--- config.mk ---
export PLATFORM = sky130hd
export DESIGN_NAME = regex_pc_fifo
export DESIGN_NICKNAME = d
export VERILOG_FILES = /design/src/rtl/regex_pc_fifo.sv
export SDC_FILE = /design/constraint.sdc
export NUM_CORES = 1
export LEC_CHECK = 0
export ABC_AREA = 1
export BUFFER_PORTS_ARGS = -buffer_cell sky130_fd_sc_hd__buf_2
export CAP_MARGIN = 20
export CORE_ASPECT_RATIO = 0.75
export CORE_UTILIZATION = 45
export CTS_BUF_LIST = sky130_fd_sc_hd__clkbuf_4 sky130_fd_sc_hd__clkbuf_8 sky130_fd_sc_hd__clkbuf_16
export DETAILED_ROUTE_END_ITERATION = 16
export SYNTH_ARGS = -nofsm -noshare
export SYNTH_HDL_FRONTEND = slang
export SYNTH_SLANG_ARGS = --single-unit
--- constraint.sdc ---
create_clock -name clk -period 4.2 [get_ports clk]
set_clock_uncertainty 0.1 [all_clocks]
set_input_delay 0.63 -clock clk [delete_from_list [all_inputs] [get_ports clk]]
set_output_delay 0.63 -clock clk [all_outputs]
set_load 0.02 [all_outputs]
--- src/rtl/regex_pc_fifo.sv ---
// Purpose: ordered (cc_id, pc) thread-record buffer with per-cc_id occupancy flags.
// Latency: 1 cycle push-to-head (0 when REGEX_PC_FIFO_BYPASS_EN is defined and the FIFO is empty).
// Backpressure: in_pc_ready = !full & !flush; a push into a full FIFO is refused even if it pops that cycle.
module regex_pc_fifo #(
  parameter int PC_WIDTH        = 9,
  parameter int CC_ID_BITS      = 2,
  parameter int FIFO_DEPTH_BITS = 4
) (
  input  logic                         clk,
  input  logic                         rst,
  input  logic                         flush,
  input  logic                         in_pc_valid,
  input  logic [CC_ID_BITS-1:0]        in_cc_id,
  input  logic [PC_WIDTH-1:0]          in_pc,
  output logic                         in_pc_ready,
  output logic                         out_pc_valid,
  output logic [CC_ID_BITS-1:0]        out_cc_id,
  output logic [PC_WIDTH-1:0]          out_pc,
  input  logic                         out_pc_ready,
  output logic [FIFO_DEPTH_BITS:0]     count,
  output logic [(1<<CC_ID_BITS)-1:0]   cc_pending
);

  localparam int DEPTH = 1 << FIFO_DEPTH_BITS;
  localparam int NCC   = 1 << CC_ID_BITS;
  localparam int CNT_W = FIFO_DEPTH_BITS + 1;

  typedef struct packed {
    logic [CC_ID_BITS-1:0] cc_id;
    logic [PC_WIDTH-1:0]   pc;
  } rec_t;

  rec_t                       mem [DEPTH];
  rec_t                       in_rec, head, out_rec, hold_q;
  logic [FIFO_DEPTH_BITS-1:0] wr_ptr, rd_ptr;
  logic [CNT_W-1:0]           cnt_q;
  logic [CNT_W-1:0]           cc_cnt [NCC];
  logic [NCC-1:0]             cc_inc, cc_dec;
  logic                       full, empty, head_vld;
  logic                       push, pop, wr_en, rd_en;

  assign in_rec   = '{cc_id: in_cc_id, pc: in_pc};
  assign head     = mem[rd_ptr];
  assign full     = (cnt_q == CNT_W'(DEPTH));
  assign empty    = (cnt_q == '0);
  assign head_vld = rst && !empty && !flush;

  assign in_pc_ready = rst && !full && !flush;
  assign push        = in_pc_valid && in_pc_ready;
  assign pop         = out_pc_valid && out_pc_ready;
  assign rd_en       = pop && !empty;

`ifdef REGEX_PC_FIFO_BYPASS_EN
  logic byp;
  always_comb begin
    byp          = rst && empty && !flush;
    out_pc_valid = head_vld || (byp && in_pc_valid);
    out_rec      = head_vld ? head : ((byp && in_pc_valid) ? in_rec : hold_q);
    // A record taken straight through never touches storage or the counters.
    wr_en        = push && !(byp && out_pc_ready);
  end
`else
  always_comb begin
    out_pc_valid = head_vld;
    out_rec      = head_vld ? head : hold_q;
    wr_en        = push;
  end
`endif

  assign out_cc_id = out_rec.cc_id;
  assign out_pc    = out_rec.pc;
  assign count     = cnt_q;

  always_comb begin
    cc_inc     = '0;
    cc_dec     = '0;
    cc_pending = '0;
    for (int i = 0; i < NCC; i++) begin
      cc_inc[i]     = wr_en && (in_cc_id == CC_ID_BITS'(i));
      cc_dec[i]     = rd_en && (head.cc_id == CC_ID_BITS'(i));
      cc_pending[i] = rst && (cc_cnt[i] != '0);
    end
  end

  always_ff @(posedge clk) begin
    if (wr_en) mem[wr_ptr] <= in_rec;
  end

  always_ff @(posedge clk or negedge rst) begin
    if (!rst) begin
      wr_ptr <= '0;
      rd_ptr <= '0;
      cnt_q  <= '0;
      for (int i = 0; i < NCC; i++) cc_cnt[i] <= '0;
    end else if (flush) begin
      wr_ptr <= '0;
      rd_ptr <= '0;
      cnt_q  <= '0;
      for (int i = 0; i < NCC; i++) cc_cnt[i] <= '0;
    end else begin
      if (wr_en) wr_ptr <= wr_ptr + FIFO_DEPTH_BITS'(1);
      if (rd_en) rd_ptr <= rd_ptr + FIFO_DEPTH_BITS'(1);
      if (wr_en && !rd_en)      cnt_q <= cnt_q + CNT_W'(1);
      else if (rd_en && !wr_en) cnt_q <= cnt_q - CNT_W'(1);
      for (int i = 0; i < NCC; i++) begin
        if (cc_inc[i] && !cc_dec[i])      cc_cnt[i] <= cc_cnt[i] + CNT_W'(1);
        else if (cc_dec[i] && !cc_inc[i]) cc_cnt[i] <= cc_cnt[i] - CNT_W'(1);
      end
    end
  end

  // Last presented head, shown while nothing is valid so out_* never goes X.
  always_ff @(posedge clk or negedge rst) begin
    if (!rst)              hold_q <= '0;
    else if (out_pc_valid) hold_q <= out_rec;
  end

`ifndef SYNTHESIS
  int cc_sum;
  always_comb begin
    cc_sum = 0;
    for (int i = 0; i < NCC; i++) cc_sum += int'(cc_cnt[i]);
  end

  a_no_push_full: assert property (@(posedge clk) disable iff (!rst) !(wr_en && full));
  a_no_pop_empty: assert property (@(posedge clk) disable iff (!rst) !(rd_en && empty));
  a_cc_sum:       assert property (@(posedge clk) disable iff (!rst) cc_sum == int'(cnt_q));
`endif

endmodule

==> results of run 1 <==
layout make-up:
class,instances,area [um2],area share
Sequential cell,220,6387,0.5781
Clock buffer,27,605.6,0.05481
Tap cell,288,360.3,0.03261
Timing Repair Buffer,63,380.4,0.03442
Multi-Input combinational cell,531,2920,0.2643
Inverter,74,277.8,0.02514
Clock inverter,14,117.6,0.01064
cell usage in the layout, fill, tap and decap left out, types with 8 or more instances in the layout:
cell / Yosys / layout
ha_1: 21 / 21
clkbuf_16: 0 / 23
dfrtp_1: 44 / 43
inv_1: 66 / 66
nand4_1: 8 / 8
buf_4: 1 / 26
o21ai_0: 89 / 89
buf_2: 4 / 37
o22ai_1: 24 / 24
o221ai_1: 18 / 18
inv_2: 8 / 8
nand2_2: 8 / 8
o211ai_1: 18 / 18
xor2_1: 10 / 10
nor2_1: 116 / 116
a21oi_1: 8 / 8
nand3_1: 45 / 45
nand2_1: 108 / 108
a31oi_1: 22 / 22
edfxtp_1: 176 / 176
per-stage QoR:
step | setup slack (ns) | utilization
6_report | 0.5549 | 0.5217
5_1_grt | 0.3627 | 0.5217
4_1_cts | 0.5312 | 0.5217
3_5_place_dp | 1.050 | 0.4875
3_3_place_gp | 1.090 | 0.4875
2_1_floorplan | 1.515 | -
sequential cells by signal, summed over array words and instances, names as in the netlist:
register / count
cc_cnt: 20
count: 5
hold_q: 11
mem: 176
rd_ptr: 4
wr_ptr: 4
metal layers:
| layer | share of wire | track usage |
|---|---|---|
| met1 | 0.52 | 0.3669 |
| met2 | 0.41 | 0.2863 |
| met3 | 0.058 | 0.03390 |
| met4 | 0.016 | 0.05726 |
| met5 | 0 | 0 |
cell families after synthesis:
kind of cell | count (synthesis)
AOI/OAI and AO/OA | 196
xor gates and xnor gates | 16
adders and majority gates | 26
buffers and inverters | 112
DFF | 220
and+or+nand+nor | 293
worst max-delay path by stage:
stage / end / cells past startpoint / startpoint
floorplan: count[4]$_DFFE_PN0P_ / 14 / rst
global placement: cc_cnt[19]$_DFFE_PN0P_ / 18 / rd_ptr[2]$_DFFE_PN0P_
detailed placement: cc_cnt[19]$_DFFE_PN0P_ / 18 / rd_ptr[2]$_DFFE_PN0P_
CTS: out_pc[0] / 7 / rd_ptr[0]$_DFFE_PN0P_
global route: out_pc[0] / 7 / rd_ptr[0]$_DFFE_PN0P_
finish: out_pc[4] / 7 / rd_ptr[0]$_DFFE_PN0P_
Yosys cell counts (2+ instances only):
cell type  number
a31oi_1        22
dfrtp_1        44
o21bai_1        2
nand3_1        45
o21ai_2         2
o21ai_0        89
buf_2           4
fa_1            5
inv_2           8
o21ai_1         6
inv_1          66
nand2_2         8
nand2_1       108
xnor2_1         6
nor2_2          2
clkbuf_1       33
ha_1           21
o221ai_1       18
nor2_1        116
a21oi_1         8
o211ai_1       18
xor2_1         10
nand4_1         8
nand3_2         2
edfxtp_1      176
o41ai_1         3
o22ai_1        24
a21oi_2         3
power by group:
part	switching (mW)	leakage [nW]	total [mW]	internal, mW
clock	0.820	0.357	1.97	1.15
sequential	0.0759	2.15	2.55	2.47
combinational	1.03	1.72	1.51	0.486
==> impl_metrics.csv, run 1 <==
group,metric,value,unit
routing,post_drt_wl_per_cell,19.40,um
routing,ant_nets,0,
timing,tns,0,ns
timing,setup_viol,0,
floorplan,die_w,171.8,um
min_path,hold_class,"input pin to asynchronous set/reset pin",
placement,post-dp-hpwl,14490,um
critical_path,arrival,2.92,ns
critical_path,reg2reg_slack,1.00,ns
routing,first_pass_iters,4,
power,p_per_area,545.8,nW/um2
timing,worstMarginPinSlew,0.6918,ns
critical_path,r2r-end,"cc_cnt[4]$_DFFE_PN0P_",
timing,drv_slew,0,
synthesis,yosys-top-cells-area,"edfxtp_1 (54%), dfrtp_1 (11%), o21ai_0 (4.6%), nor2_1 (4.5%), nand2_1 (4.2%)",
synthesis,synth.avg_cell_area,11.28,um2
clock_tree,ctsLongestPathBuffers,3,
critical_path,cp-start-kind,"flop",
grt,grt_overflow,0,
floorplan,start_util,0.4597,
clock_tree,insertion_delay,0.52,ns
synthesis,seq_area_frac_synth,0.6560,
routing,num_vias,6646,
critical_path,crit_required,3.47,ns
floorplan,die_h,129.4,um
synthesis,synth_cell_types,34,
timing,timing.hold.ws,0.1944,ns
placement,place_congestion,0.7861,
clock_tree,cts_resized,0,
placement,dpl-instance-area,10330,um2
status,status,"finished clean",
floorplan,io_pins,38,
timing,hold_violations,0,
synthesis,ys_seq_elements,220,
grt,first_global_vias,6005,
routing,via_per_inst,5.461,
critical_path,crit_path_max_fanout,64,
timing,max-slew-margin-rel,0.5388,
clock_tree,h-tree-depth,1,
final_layout,drive_gt1_frac,0.1346,
synthesis,synthesis.area,9736,um2
critical_path,worstSetupPathType,"flop to output pin",
clock_tree,holdBufCountCts,0,
synthesis,synth_fp_nets,905,
critical_path,crit_chain,"inv_2 -> buf_4 -> o21ai_0 -> o221ai_1 -> o211ai_1 -> a31oi_1 -> buf_2",
grt,antenna_found_initial,0,
power,p_total,6.031,mW
timing,fmax,0.2743,GHz
clock_tree,tritoncts,"done",
timing,min_period,3.645,ns
critical_path,cp_top_family,"buffers and inverters",
final_layout,nFillCells,1892,
synthesis,ys_warn_count,0,
routing,drt_iter0_markers,692,
critical_path,r2r_start,"rd_ptr[0]$_DFFE_PN0P_",
synthesis,synthSimpleGateAreaFrac,0.1262,
synthesis,synth_compound_area_frac,0.1221,
floorplan,coreArea,21180,um2
critical_path,cp-end-kind,"output pin",
clock_tree,cts_setup_buffers,0,
clock_tree,cts_buffers,23,
power,power.leakage,4.226,nW
synthesis,synth_edf_count,176,
synthesis,synth_xor_area_frac,0.01439,
routing,drc_errors,0,
synthesis,synth_flop_cell,"edfxtp_1",
final_layout,fin_nets,955,
critical_path,r2r_cells,16,
final_layout,fin_cells,1217,
critical_path,cp_num_buf_inv,3,
final_layout,fin_area,11050,um2
floorplan,dieArea,22230,um2
routing,routed_wirelength,23600,um
synthesis,yosys.area_share.adder,0.03727,
synthesis,async_flop_share,0.2000,
timing,grt_setup_unrepaired,"no",
synthesis,synth_top_family_by_area,"simple AND/OR/NAND/NOR gates",
job,maxCapViolCount,0,
timing,period_share,0.8679,
floorplan,rows,46,
clock_tree,cts.sinks,220,
grt,grtUsageTotal,0.2184,
final_layout,synthToLayoutAreaGrowth,13.49,%
clock_tree,clock-root-buffer,"clkbuf_16",
grt,grt_max_degree,65,
synthesis,yosysTopAreaCell,"edfxtp_1",
synthesis,yosysTopAreaCellShare,0.5429,
placement,place_inst,1176,
power,peakVddDrop,0.3303,mV
synthesis,synth_mux_area_frac,0,
critical_path,critPathMaxStageDelay,0.61,ns
grt,grt_pass1_wl,35780,um
clock_tree,clk_pin_slew_worst_paths,0.07,ns
final_layout,n_antenna_cell,0,
placement,numPortBuffers,37,
critical_path,cpMaxStageDelayCell,"buf_4",
synthesis,syn_inst,863,
(Power assumes the default switching activity.)
==> run 2: changes to the inputs <==
ABC_AREA = not set   (was 1)
==> run 2 against run 1 <==
Against the previous run: critical path depth shrank 1; via count down 19%; combinational power down 23%; critical path type unchanged; hold slack got worse by 0.021 ns; sequential power hardly changed; largest cell class unchanged; non-clock buffer count rose by 2; power shrank 4.8%; clock-buffer cell count down 2; cell count is 21% lower; sequential share of layout area fell by 1.6 points; fmax is 7.4% lower; synthesized cell count is 30% lower.
==> impl_metrics.csv, run 2 <==
group,metric,value,unit
final_layout,fin_nets,704,
synthesis,ys_seq_elements,220,
clock_tree,clk_pin_slew_worst_paths,0.06,ns
final_layout,max_flop_register,"mem",
synthesis,synth_fp_nets,643,
job,maxCapViolCount,0,
synthesis,ys_warn_count,0,
routing,post_drt_wl_per_cell,21.34,um
floorplan,die_h,130.7,um
synthesis,synth_mux_area_frac,0.1569,
timing,worstMarginPinSlew,0.7866,ns
power,power.leakage,4.064,nW
timing,min_period,3.938,ns
routing,routed_wirelength,20590,um
synthesis,yosys-top-cells-area,"edfxtp_1 (53%), mux4_2 (12%), dfrtp_1 (11%), ha_1 (2.6%), mux2_2 (2.3%)",
min_path,hold_class,"input pin to asynchronous set/reset pin",
power,peakVddDrop,0.2706,mV
floorplan,start_util,0.4645,
synthesis,yosysTopAreaCell,"edfxtp_1",
synthesis,synth_compound_area_frac,0.04353,
routing,drt_iter0_markers,440,
timing,period_share,0.9376,
critical_path,cp-end-kind,"output pin",
final_layout,layout_commonest_cell,"edfxtp_1",
critical_path,crit_required,3.47,ns
floorplan,rows,46,
clock_tree,holdBufCountCts,0,
critical_path,worstSetupPathType,"flop to output pin",
power,p_per_area,504.9,nW/um2
timing,drv_slew,0,
final_layout,reg_top3,"mem (176), cc_cnt (20), hold_q (11)",
grt,grt_pass1_wl,31800,um
routing,num_vias,5400,
floorplan,io_pins,38,
critical_path,cp-start-kind,"flop",
synthesis,async_flop_share,0.2000,
floorplan,die_w,173.7,um
synthesis,synthSimpleGateAreaFrac,0.07989,
clock_tree,clock-root-buffer,"clkbuf_16",
clock_tree,tritoncts,"done",
timing,max-slew-margin-rel,0.4751,
clock_tree,insertion_delay,0.50,ns
grt,grt_max_degree,49,
clock_tree,cts_buffers,23,
synthesis,synth_xor_area_frac,0.02038,
timing,grt_setup_unrepaired,"no",
timing,hold_violations,0,
routing,via_per_inst,5.596,
synthesis,synth_cell_types,57,
grt,grtUsageTotal,0.1880,
clock_tree,h-tree-depth,1,
timing,setup_viol,0,
synthesis,synth_most_common_cell,"edfxtp_1",
synthesis,yosys.area_share.adder,0.03649,
routing,ant_nets,0,
synthesis,synth_top_family_by_area,"multiplexers",
final_layout,drive_gt1_frac,0.2733,
clock_tree,ctsLongestPathBuffers,3,
final_layout,fin_cells,965,
routing,drc_errors,0,
final_layout,final_cell_mix,"edfxtp_1 (176), mux4_2 (51), dfrtp_1 (42)",
critical_path,arrival,3.21,ns
grt,first_global_vias,5391,
clock_tree,cts.sinks,220,
final_layout,largest_register_ffs,176,
synthesis,synth_edf_count,176,
synthesis,synth.avg_cell_area,16.55,um2
timing,tns,0,ns
placement,place_congestion,0.8058,
status,status,"finished clean",
final_layout,n_antenna_cell,0,
synthesis,syn_inst,601,
placement,post-dp-hpwl,13600,um
placement,place_inst,922,
grt,grt_overflow,0,
grt,antenna_found_initial,1,
final_layout,synthToLayoutAreaGrowth,14.36,%
synthesis,synth_common_cells,"edfxtp_1 (176), mux4_2 (51), dfrtp_1 (44)",
critical_path,crit_path_max_fanout,30,
placement,numPortBuffers,37,
synthesis,seq_area_frac_synth,0.6422,
timing,fmax,0.2539,GHz
routing,first_pass_iters,4,
synthesis,yosysTopAreaCellShare,0.5315,
synthesis,synth_flop_cell,"edfxtp_1",
floorplan,coreArea,21410,um2
floorplan,dieArea,22700,um2
synthesis,synthesis.area,9945,um2
==> run 2: stage by stage <==
step	total power [mW]	utilization	hold WS, ns	setup WS (ns)	cell area [um2]
3_5_place_dp	3.776	0.4949	0.3681	0.05285	10600
6_report	5.742	0.5311	0.1733	0.2620	11370
5_1_grt	6.001	0.5311	0.2270	0.05130	11370
2_1_floorplan	3.452	-	0.2344	0.4179	9945
4_1_cts	5.787	0.5295	0.1763	0.01102	11340
3_3_place_gp	3.736	0.4933	0.3687	0.1960	10560
==> run 2: path summary, 6_finish.rpt <==
path / start / to / slack, ns / cells past startpoint
min in group clk: cc_cnt[4]$_DFFE_PN0P_ / cc_cnt[4]$_DFFE_PN0P_ / 0.38 / 1
min: rst / cc_cnt[11]$_DFFE_PN0P_ / 0.17 / 2
max: rd_ptr[0]$_DFFE_PN0P_ / out_pc[5] / 0.26 / 6
max reg2reg: rd_ptr[1]$_DFFE_PN0P_ / cc_cnt[19]$_DFFE_PN0P_ / 0.27 / 11
min reg2reg: cc_cnt[4]$_DFFE_PN0P_ / cc_cnt[4]$_DFFE_PN0P_ / 0.38 / 1
max in group asynchronous: rst / rd_ptr[1]$_DFFE_PN0P_ / 3.37 / 2
==> run 2: metal layers <==
layer,vias up,GRT usage,wire length (um)
li1,2477,-,-
met1,2800,0.2920,10390
met2,97,0.2830,9162
met3,24,0.02691,730
met4,2,0.04025,290
met5,-,0,13
==> run 2: power by group <==
group	internal (mW)	switching [mW]	total, mW
clock network	1.20	0.817	2.01
logic	0.535	0.632	1.17
registers	2.47	0.0886	2.56
==> run 2: critical path, cell delays in order (launching register included) <==
cell and delay (ns):
dfrtp_2 0.38, buf_4 0.26, buf_6 0.42, mux4_2 0.61
mux4_2 0.56, mux2_2 0.29, buf_2 0.16
==> run 2: cells by family (layout without fill, tap and decap cells) <==
family                   Yosys count  count (layout)
multiplexers                      88              88
buffers and inverters             49             125
AND/OR/NAND/NOR                  134             134
adder cells (fa/ha/maj)           26              26
AO/OA/AOI/OAI                     64              64
flip-flops                       220             220
XOR/XNOR                          20              20
==> run 2: what timing repair did <==
item / in CTS / in global routing
resized for setup: 0 / 4
setup buffers: 0 / 2
endpoints found under the setup margin: 0 / 9
==> run 2: area by class of cell <==
type | count | area [um2]
Multi-Input combinational cell | 332 | 3397
Sequential cell | 220 | 6389
Inverter | 20 | 75.07
Clock buffer | 25 | 590.6
Timing Repair Buffer | 65 | 411.6
Fill cell | 1752 | 10040
Tap cell | 288 | 360.3
Clock inverter | 15 | 148.9
==> run 3: changes to the inputs <==
CORE_MARGIN = 2   (was not set)
==> run 3 against run 2 <==
Against the previous run: cell count is 0.10% higher; die area up 2.7%; utilization is 1.5 points lower; routed wire length increased by 1.1%; via count increased by 0.61%; clock-buffer cell count increased by 5.
==> impl_metrics.csv, run 3 (same netlist as run 2, synthesis figures left out) <==
group,metric,value,unit
routing,routed_wirelength,20820,um
critical_path,crit_path_max_fanout,12,
clock_tree,tritoncts,"done",
final_layout,fin_nets,700,
critical_path,arrival,4.25,ns
grt,first_global_vias,5550,
min_path,hold_class,"input pin to asynchronous set/reset pin",
final_layout,nFillCells,1828,
timing,worstMarginPinSlew,1.106,ns
placement,dpl-instance-area,10570,um2
floorplan,dieArea,23320,um2
final_layout,n_antenna_cell,0,
timing,fmax,0.2521,GHz
final_layout,synthToLayoutAreaGrowth,13.64,%
timing,setup_viol,0,
status,status,"finished clean",
final_layout,reg_top3,"mem (176), cc_cnt (20), hold_q (11)",
floorplan,start_util,0.4546,
timing,drv_slew,0,
timing,timing.hold.ws,0.1415,ns
final_layout,drive_gt1_frac,0.2708,
clock_tree,insertion_delay,0.51,ns
placement,place_inst,925,
critical_path,reg2reg_slack,0.23,ns
final_layout,fin_area,11300,um2
critical_path,cp-end-kind,"flop",
timing,min_period,3.966,ns
routing,num_vias,5433,
clock_tree,cts.sinks,220,
critical_path,worstSetupPathType,"flop to flop",
timing,tns,0,ns
final_layout,layout_commonest_cell,"edfxtp_1",
clock_tree,ctsLongestPathBuffers,3,
routing,first_pass_iters,5,
floorplan,coreArea,21880,um2
routing,ant_nets,0,
grt,antenna_found_initial,0,
timing,grt_setup_unrepaired,"yes",
floorplan,die_h,132.7,um
timing,period_share,0.9443,
clock_tree,clk_pin_slew_worst_paths,0.06,ns
floorplan,die_w,175.7,um
grt,grt_overflow,0,
job,maxCapViolCount,0,
power,p_per_area,496.6,nW/um2
clock_tree,holdBufCountCts,0,
clock_tree,clock-root-buffer,"clkbuf_16",
floorplan,io_pins,38,
critical_path,crit_required,4.49,ns
final_layout,largest_register_ffs,176,
placement,place_congestion,0.7985,
routing,drc_errors,0,
power,peakVddDrop,0.2880,mV
timing,max-slew-margin-rel,0.2564,
power,power.leakage,4.032,nW
critical_path,r2r_cells,11,
grt,grt_max_degree,49,
placement,post-dp-hpwl,13400,um
grt,grt_pass1_wl,32710,um
critical_path,r2r-end,"cc_cnt[19]$_DFFE_PN0P_",
clock_tree,h-tree-depth,1,
timing,hold_violations,0,
clock_tree,cts_buffers,22,
final_layout,fin_cells,966,
routing,via_per_inst,5.624,
routing,post_drt_wl_per_cell,21.56,um
final_layout,final_core_util,0.5166,
final_layout,final_cell_mix,"edfxtp_1 (176), mux4_2 (51), dfrtp_1 (42)",
critical_path,r2r_start,"rd_ptr[0]$_DFFE_PN0P_",
placement,numPortBuffers,37,
final_layout,max_flop_register,"mem",
floorplan,rows,47,
grt,grtUsageTotal,0.1851,
critical_path,cp-start-kind,"flop",
routing,drt_iter0_markers,467,
run 3: changes by cell type in the layout (fill, tap and decap cells not counted):
cell and change:
nor3_4 +1, clkinv_2 -1, inv_6 -1, clkinv_1 -2
buf_6 -3, clkinvlp_4 -1, nor3_2 -1, clkbuf_4 +5
bufinv_16 -2
run 3: power breakdown:
| part | switching, mW | leakage (nW) | internal [mW] | total, mW |
|---|---|---|---|---|
| clock | 0.777 | 0.348 | 1.10 | 1.88 |
| combinational | 0.631 | 1.52 | 0.533 | 1.16 |
| sequential | 0.0938 | 2.16 | 2.47 | 2.57 |
run 3: final cells by class:
type / instances / area (um2) / share of cell area
clock buffers: 30 / 628.1 / 0.05558
multi-input cells: 332 / 3403 / 0.3012
clock inverters: 8 / 60.06 / 0.005314
well taps: 294 / 367.9 / 0.03255
inverters: 20 / 75.07 / 0.006643
repair buffers: 62 / 377.9 / 0.03344
flip-flops and latches: 220 / 6389 / 0.5653
run 3: worst max path at each step:
stage | endpoint | from | slack (ns) | depth (start not counted)
CTS | cc_cnt[19]$_DFFE_PN0P_ | rd_ptr[0]$_DFFE_PN0P_ | 0.01 | 13
global placement | cc_cnt[19]$_DFFE_PN0P_ | rd_ptr[0]$_DFFE_PN0P_ | 0.23 | 13
floorplan | cc_cnt[19]$_DFFE_PN0P_ | rst | 0.42 | 13
detailed placement | cc_cnt[19]$_DFFE_PN0P_ | rd_ptr[0]$_DFFE_PN0P_ | 0.04 | 13
finish | cc_cnt[19]$_DFFE_PN0P_ | rd_ptr[0]$_DFFE_PN0P_ | 0.23 | 11
global route | cc_cnt[19]$_DFFE_PN0P_ | rd_ptr[0]$_DFFE_PN0P_ | -0.01 | 11
run 3: what timing repair did:
action	CTS	global route
endpoints found under the setup margin	0	8
gates resized for setup	0	4
buffers inserted	0	2
run 3: stage by stage:
step	total power [mW]	setup WS, ns
6_report	5.612	0.2338
3_3_place_gp	3.729	0.2254
4_1_cts	5.648	0.01395
5_1_grt	5.848	-0.01206
2_1_floorplan	3.452	0.4179
3_5_place_dp	3.772	0.04481
run 3: per-layer routing:
metal / vias up / track usage / share of wire
met5: - / 0 / 0
met4: 0 / 0.03581 / 0.016
met3: 27 / 0.02471 / 0.045
met2: 144 / 0.2909 / 0.46
met1: 2802 / 0.2806 / 0.48
li1: 2460 / - / -
run 3: worst max-delay path: stages (launching register included):
cell and delay [ns]:
dfrtp_2 0.37, buf_4 0.18, mux4_2 0.51, mux4_2 0.63, o21ai_1 0.43, ha_1 0.33
a21o_1 0.16, a21oi_1 0.29, nor4_1 0.10, o21ai_0 0.20, o2111ai_1 0.12, a2111o_1 0.41
